**src/rtl/s_mem_pkg.sv**
```systemverilog
// Shared types and client ids for the RC4 S-memory port arbiter.
// The FSM encoding, client numbering and tag-to-one-hot helper live here.
package s_mem_pkg;

  typedef enum logic [1:0] {IDLE, ISSUE, WAIT, RESP} mem_port_state_t;

  typedef logic [1:0] client_id_t;

  localparam client_id_t CLIENT_INIT = 2'd0;
  localparam client_id_t CLIENT_SHUF = 2'd1;
  localparam client_id_t CLIENT_DEC  = 2'd2;
  localparam int         NUM_CLIENTS = 3;

  function automatic logic [NUM_CLIENTS-1:0] client_onehot(input client_id_t id);
    return NUM_CLIENTS'(1) << id;
  endfunction

endpackage

```
**src/rtl/s_mem_port_arbiter_rd_latency_ctr.sv**
```systemverilog
// Loadable down-counter with a zero flag; times the RAM read latency.
// Counts down by one per i_dec cycle and saturates at zero.
module rd_latency_ctr #(
  parameter int CNT_W = 2
) (
  input  logic             i_clk,
  input  logic             i_reset_n,
  input  logic             i_load,
  input  logic [CNT_W-1:0] i_load_val,
  input  logic             i_dec,
  output logic             o_zero
);

  logic [CNT_W-1:0] r_cnt;

  always_ff @(posedge i_clk or negedge i_reset_n) begin
    if (!i_reset_n) begin
      r_cnt <= '0;
    end else if (i_load) begin
      r_cnt <= i_load_val;
    end else if (i_dec && (r_cnt != '0)) begin
      r_cnt <= r_cnt - CNT_W'(1);
    end
  end

  assign o_zero = (r_cnt == '0);

endmodule

```
**src/rtl/s_mem_port_arbiter.sv**
```systemverilog
// Single-port S-memory arbiter for the RC4 init/shuffle/decrypt engines.
// Only the phase-active client is served; one access in flight at a time.
module s_mem_port_arbiter
  import s_mem_pkg::*;
#(
  parameter int ADDR_W     = 8,
  parameter int DATA_W     = 8,
  parameter int RD_LATENCY = 2
) (
  input  logic                                clk,
  input  logic                                reset_n,
  input  logic                                loop_1_done,
  input  logic                                loop_2_done,
  input  logic [NUM_CLIENTS-1:0]              req,
  input  logic [NUM_CLIENTS-1:0]              we,
  input  logic [NUM_CLIENTS-1:0][ADDR_W-1:0]  addr,
  input  logic [NUM_CLIENTS-1:0][DATA_W-1:0]  wdata,
  output logic [NUM_CLIENTS-1:0]              gnt,
  output logic [NUM_CLIENTS-1:0]              rvalid,
  output logic [DATA_W-1:0]                   rdata,
  output logic [ADDR_W-1:0]                   mem_address,
  output logic [DATA_W-1:0]                   mem_data,
  output logic                                mem_wren,
  input  logic [DATA_W-1:0]                   mem_q
);

  localparam int CNT_W = 2;

  mem_port_state_t           r_state;
  client_id_t                r_tag;
  logic                      r_we;
  logic [NUM_CLIENTS-1:0]    r_gnt;
  logic [NUM_CLIENTS-1:0]    r_rvalid;
  logic [DATA_W-1:0]         r_rdata;
  logic [ADDR_W-1:0]         r_mem_address;
  logic [DATA_W-1:0]         r_mem_data;
  logic                      r_mem_wren;

  client_id_t                w_act;
  logic                      w_cnt_zero;

  // loop_2_done dominates so a simultaneous rise of both flags skips shuffle
  always_comb begin
    w_act = CLIENT_INIT;
    if (loop_2_done) begin
      w_act = CLIENT_DEC;
    end else if (loop_1_done) begin
      w_act = CLIENT_SHUF;
    end
  end

  rd_latency_ctr #(
    .CNT_W (CNT_W)
  ) u_rd_latency_ctr (
    .i_clk      (clk),
    .i_reset_n  (reset_n),
    .i_load     (r_state == ISSUE),
    .i_load_val (CNT_W'(RD_LATENCY - 1)),
    .i_dec      (r_state == WAIT),
    .o_zero     (w_cnt_zero)
  );

  always_ff @(posedge clk or negedge reset_n) begin
    if (!reset_n) begin
      r_state       <= IDLE;
      r_tag         <= CLIENT_INIT;
      r_we          <= 1'b0;
      r_gnt         <= '0;
      r_rvalid      <= '0;
      r_rdata       <= '0;
      r_mem_address <= '0;
      r_mem_data    <= '0;
      r_mem_wren    <= 1'b0;
    end else begin
      r_gnt      <= '0;
      r_rvalid   <= '0;
      r_mem_wren <= 1'b0;
      case (r_state)
        IDLE: begin
          if (req[w_act]) begin
            r_state       <= ISSUE;
            r_tag         <= w_act;
            r_we          <= we[w_act];
            r_gnt         <= client_onehot(w_act);
            r_mem_address <= addr[w_act];
            r_mem_data    <= wdata[w_act];
            r_mem_wren    <= we[w_act];
          end
        end
        ISSUE: r_state <= r_we ? IDLE : WAIT;
        WAIT: begin
          // the latched tag, not the current phase, owns the response
          if (w_cnt_zero) begin
            r_rdata  <= mem_q;
            r_rvalid <= client_onehot(r_tag);
            r_state  <= RESP;
          end
        end
        RESP:    r_state <= IDLE;
        default: r_state <= IDLE;
      endcase
    end
  end

  assign gnt         = r_gnt;
  assign rvalid      = r_rvalid;
  assign rdata       = r_rdata;
  assign mem_address = r_mem_address;
  assign mem_data    = r_mem_data;
  assign mem_wren    = r_mem_wren;

endmodule

```
**config.mk**
```make
export PLATFORM = sky130hd
export DESIGN_NAME = s_mem_port_arbiter
export DESIGN_NICKNAME = d
export VERILOG_FILES = /design/src/rtl/s_mem_pkg.sv /design/src/rtl/s_mem_port_arbiter_rd_latency_ctr.sv /design/src/rtl/s_mem_port_arbiter.sv
export SDC_FILE = /design/constraint.sdc
export NUM_CORES = 1
export LEC_CHECK = 0
export CORE_MARGIN = 4
export CORE_UTILIZATION = 41
export CTS_BUF_LIST = sky130_fd_sc_hd__clkbuf_8
export DETAILED_ROUTE_END_ITERATION = 16
export PLACE_DENSITY = 0.87
export SKIP_CTS_REPAIR_TIMING = 1
export SLEW_MARGIN = 25
export SYNTH_ARGS = -nofsm -noshare
export SYNTH_HDL_FRONTEND = slang
export SYNTH_SLANG_ARGS = --single-unit
```
**constraint.sdc**
```tcl
create_clock -name clk -period 2.1 [get_ports clk]
set_clock_uncertainty 0.2 [all_clocks]
set_input_delay 0.21 -clock clk [delete_from_list [all_inputs] [get_ports clk]]
set_output_delay 0.21 -clock clk [all_outputs]
set_load 0.005 [all_outputs]
```
Word-level counts from Yosys, hierarchy flattened
Cells that the tools add are included.

storage, ports and cells
  register bits after elaboration = 38
  input bits = 66
  output and inout bits = 31

cells by class
  shifts and indexed selects = 2
  order comparisons = 1
  eq/ne operators = 5
  mux-type cells = 22
  reduce and logical (&&, ||, !) cells = 8
  add/sub/neg operators = 1

operator list
  cell                   number
  $bmux W8 S2            2
  $mux W8                2
  $mux W2                6
  $mux W3                4
  $pmux W2 S4            1
  $reduce_and A2 Y1      3
  $shl A1 B2 Y3 const A  2
  $mux W1                5
  $bmux W1 S2            2
  $eq A2 B2 Y1 const B   2
  $logic_not A2 Y1       2
  $ne A2 B2 Y1 const B   2
  $reduce_bool A2 Y1     2
  $lt A2 B3 Y1 const B   1
  $eq A2 B1 Y1 const B   1
  $sub A2 B1 Y2 const B  1
  $logic_and A1 B1 Y1    1

Depth between registers and ports, before layout
  word-level depth = 6
  mapped depth = 6

By module
A second synthesis with hierarchy kept.

second synthesis, totals
  cell total of the unflattened synthesis = 156
  area, all modules = 1,911.8 um^2

modules (own cells, without submodules)
  module              times used  seq. area each (um^2)  cells each  area an instance (um^2)
  s_mem_port_arbiter  1           900.9                  143         1,779.2
  rd_latency_ctr      1           50.0                   13          132.6

Worst setup path before layout
No wires, ideal clock.

  path kind = register to register
  start point = register r_state[0]
  end point = register r_mem_address[0], in the netlist mem_address[0]
  stages on the path, launching flop included = 7
  required time = 1.775 ns
  path buffers = 3
  data arrival time = 1.429 ns
  slack = 0.346 ns
  path through = dfrtp_1 > clkbuf_1 > nor2_1 > o311a_1 > buf_6 > buf_8 > mux2_4

between the ends
  cells in the longest elaborated chain, start to end = 2

ends and longest elaborated chain
  what                                line                      text
  start: declaration                  s_mem_port_arbiter.sv:29  mem_port_state_t r_state;
  start signal: assignment            s_mem_port_arbiter.sv:90  ISSUE: r_state <= r_we ? IDLE : WAIT;
  $logic_not A2 Y1                    s_mem_port_arbiter.sv:78  case (r_state)
  $reduce_and A2 Y1 (no source line)  --
  end signal: assignment              s_mem_port_arbiter.sv:85  r_mem_address <= addr[w_act];
  end: declaration                    s_mem_port_arbiter.sv:35  logic [ADDR_W-1:0] r_mem_address;

No other way between the ends.
A chain may end at the register's enable or synchronous reset.

Worst setup path after layout
  start point = register r_state[0]
  end point = register r_mem_data[0], in the netlist mem_data[0]

between the ends
  cells in the longest elaborated chain, start to end = 2

ends and longest elaborated chain
  what                                line                      text
  $logic_not A2 Y1                    s_mem_port_arbiter.sv:78
  $reduce_and A2 Y1 (no source line)  --
  end signal: assignment              s_mem_port_arbiter.sv:86  r_mem_data <= wdata[w_act];
  end: declaration                    s_mem_port_arbiter.sv:36  logic [DATA_W-1:0] r_mem_data;

No other way between the ends.

==> qor.csv <==
stage,metric,value,unit
power,p_sw,886,uW
clock_network,clk_pin_slew,0.07,ns
sta,hold_viol_final,0,
detailed_routing,vias,1509,
global_route,grt_max_degree,39,
worst_setup_path,cp_max_fo,8,
placement,gp_congestion,0.708,
placement,dp_hpwl,3.61,mm
floorplan,die_width,75.3,um
final_layout,antenna_cells,0,
final_layout,final_common_cell,clkdlybuf4s50_1,
logic_synthesis,synth_area_leaders,"dfrtp_1 51%, mux2_2 11%, mux2i_1 9.7%",
logic_synthesis,yosysWarnings,0,
global_route,grt_overflow_total,0,
worst_setup_path,crit_type,reg2reg,
clock_network,tritoncts,built,
global_route,grt_pass1_wl,7.24,mm
global_route,grt_util_all_layers,0.173,
global_route,grt_pass1_vias,1624,
floorplan,die_height,75.3,um
clock_network,clockRootBuffer,clkbuf_8,
status,status,"complete, no violations",
power,p_per_area,1070,nW/um^2
sta,hold_slack,0.285,ns
worst_setup_path,cp-start-kind,flip-flop,
sta,period_needed,1.82,ns
floorplan,rows,24,
clock_network,numCtsBuffers,5,
final_layout,drive_gt1_frac,0.161,
floorplan,die-area,5670,um^2
worst_setup_path,cp-end-kind,flip-flop,
sta,timing.final.ws_setup,0.284,ns
detailed_routing,drt-total-wl,4.68,mm
detailed_routing,vias_per_cell,4.92,
sta,setup_tns,0,ns
sta,fin_crit_sh,0.865,
floorplan,ioPinCount,97,
worst_setup_path,crit_path_max_incr_delay,0.46,ns
worst_setup_path,cpLargestDelayFamily,flip-flops,
sta,setup_viol,0,
final_layout,n_fill_cell,340,
clock_network,numClockSinks,38,
logic_synthesis,synth_largest_area_cell,dfrtp_1,
detailed_routing,dr.pass1.iters,4,
power,p_sw_frac,0.280,
final_layout,num-nets-final,322,
logic_synthesis,ys_types,28,
power,ir_drop,0.686,mV
worst_setup_path,critPathRequiredTime,2.07,ns
worst_hold_path,hp-class,reg2reg,
detailed_routing,postRouteAntennaNets,0,
power,p_total,3160,uW
power,power_frac_seq,0.396,
final_layout,final_cells,307,
power,p_int,2280,uW
floorplan,start_util,0.424,
placement,dpl.cell_count,299,
logic_synthesis,syn_inst,154,
power,pwr-share-comb,0.459,
sta,slew_violations,0,
logic_synthesis,syn_area_per_cell,12.1,um^2
power,power_frac_clock,0.144,
global_route,grt_antenna_before_repair,0,
placement,pre_cts_ws,0.0247,ns
clock_network,ctsLongestPathBuffers,2,
logic_synthesis,syn_area,1860,um^2
sta,rsz0062_at_grt,false,
logic_synthesis,yosysSeqAreaShare,0.512,
sta,worstMarginPinSlew,0.841,ns
detailed_routing,drt-initial-drc-count,66,
logic_synthesis,syn_nets,221,
detailed_routing,drc,0,
worst_setup_path,cp_cell_sequence,"nor2_1, o311a_1, buf_4, mux2_2",
sta,fmax,0.551,GHz
worst_setup_path,slowest_stage,dfrtp_1,
detailed_routing,wl_per_cell,15.2,um
clock_network,clock_latency,0.29,ns
worst_setup_path,cp_num_buf_inv,1,
sta,slew_headroom,0.439,
placement,io_buffers,96,
clock_network,htreeDepth,2,
logic_synthesis,synth_top_area_frac,0.512,
final_layout,final_cell_mix,"95 x clkdlybuf4s50_1, 38 x dfrtp_1, 18 x mux2_2, 18 x mux2i_1, 18 x nand2_1",
final_layout,syn2layout_area_growth,59.5,%
logic_synthesis,ys_seq_elements,38,
power,p_leak,0.00133,uW
flow_run,maxCapViolations,0,
floorplan,core,4380,um^2
worst_setup_path,crit_arrival,1.79,ns
## routing by layer
layer | part of all wire | global-route usage
met5 | 0 | 0
met4 | 0.012 | 0.0583
met2 | 0.52 | 0.314
met1 | 0.38 | 0.188
met3 | 0.081 | 0.0607
## worst reg2reg max path, cell delays in order, from the launching register on
cell and delay (ns):
dfrtp_1 0.46, nor2_1 0.25, o311a_1 0.28, buf_4 0.17
mux2_2 0.34
## Yosys cell counts
cell and number:
dfrtp_1 38, mux2_2 18, mux2i_1 18, nand2_1 18, o21ai_0 16, mux2_4 9
clkbuf_1 5, inv_1 4, nor2_1 4, a21o_1 2, buf_2 2, buf_6 2
nor3_1 2, nor3b_1 2, a21oi_1 1, a22o_1 1, a22oi_1 1, and2_4 1
and2b_1 1, and3_1 1, and3b_1 1, buf_8 1, ha_1 1, nand2b_1 1
nand3b_1 1, o311a_1 1, o311ai_1 1, o31ai_1 1
## final cells by class
type                    count  area (um^2)  area share
multi-input cells         102          826       0.279
flip-flops and latches     38          951       0.321
well taps                  52         65.1      0.0220
clock inverters             2         7.51     0.00253
inverters                   4         15.0     0.00507
repair buffers            104         1030       0.348
clock buffers               5         68.8      0.0232
## metrics by stage
step / utilization / instance area (um^2)
global placement: 0.656 / 2880
global route: 0.676 / 2960
detailed placement: 0.656 / 2880
floorplan: - / 1860
finish: 0.676 / 2960
CTS: 0.674 / 2950
## cell families (layout without fill, tap and decap cells)
| logic type | Yosys count | in the layout | share of synthesized area |
|---|---|---|---|
| muxes | 45 | 45 | 0.279 |
| DFF | 38 | 38 | 0.512 |
| and+or+nand+nor | 32 | 32 | 0.0822 |
| AOI/OAI and AO/OA | 24 | 24 | 0.0768 |
| buffers and inverters | 14 | 115 | 0.0438 |
| adders and majority gates | 1 | 1 | 0.00673 |
## state kept, by name (all words and copies together), names as in the netlist, named ones only
| signal | count |
|---|---|
| rvalid | 3 |
| mem_data | 8 |
| gnt | 3 |
| r_state | 1 |
| u_rd_latency_ctr.r_cnt | 2 |
| mem_address | 8 |
| mem_wren | 1 |
| r_tag | 2 |
| r_we | 1 |
| rdata | 8 |
## final timing paths
kind	start	end	slack, ns	depth (start not counted)
worst min register to register	r_tag[1]	rvalid[1]	0.29	1
worst max-delay path	r_state[0]	mem_data[0]	0.28	4
min in group asynchronous	reset_n	mem_address[5]	0.36	2
worst max register to register	r_state[0]	mem_data[0]	0.28	4
max in group asynchronous	reset_n	mem_data[2]	0.81	2
worst min-delay path	r_tag[1]	rvalid[1]	0.29	1
## power groups by stage
stage | combinational (uW) | clock [uW] | sequential, uW
floorplan | 700 | 0 | 1240
global placement | 1430 | 0 | 1250
detailed placement | 1470 | 0 | 1250
CTS | 1470 | 472 | 1250
global route | 1580 | 500 | 1290
finish | 1450 | 456 | 1250
No activity file was read; power rests on OpenSTA's default activity.
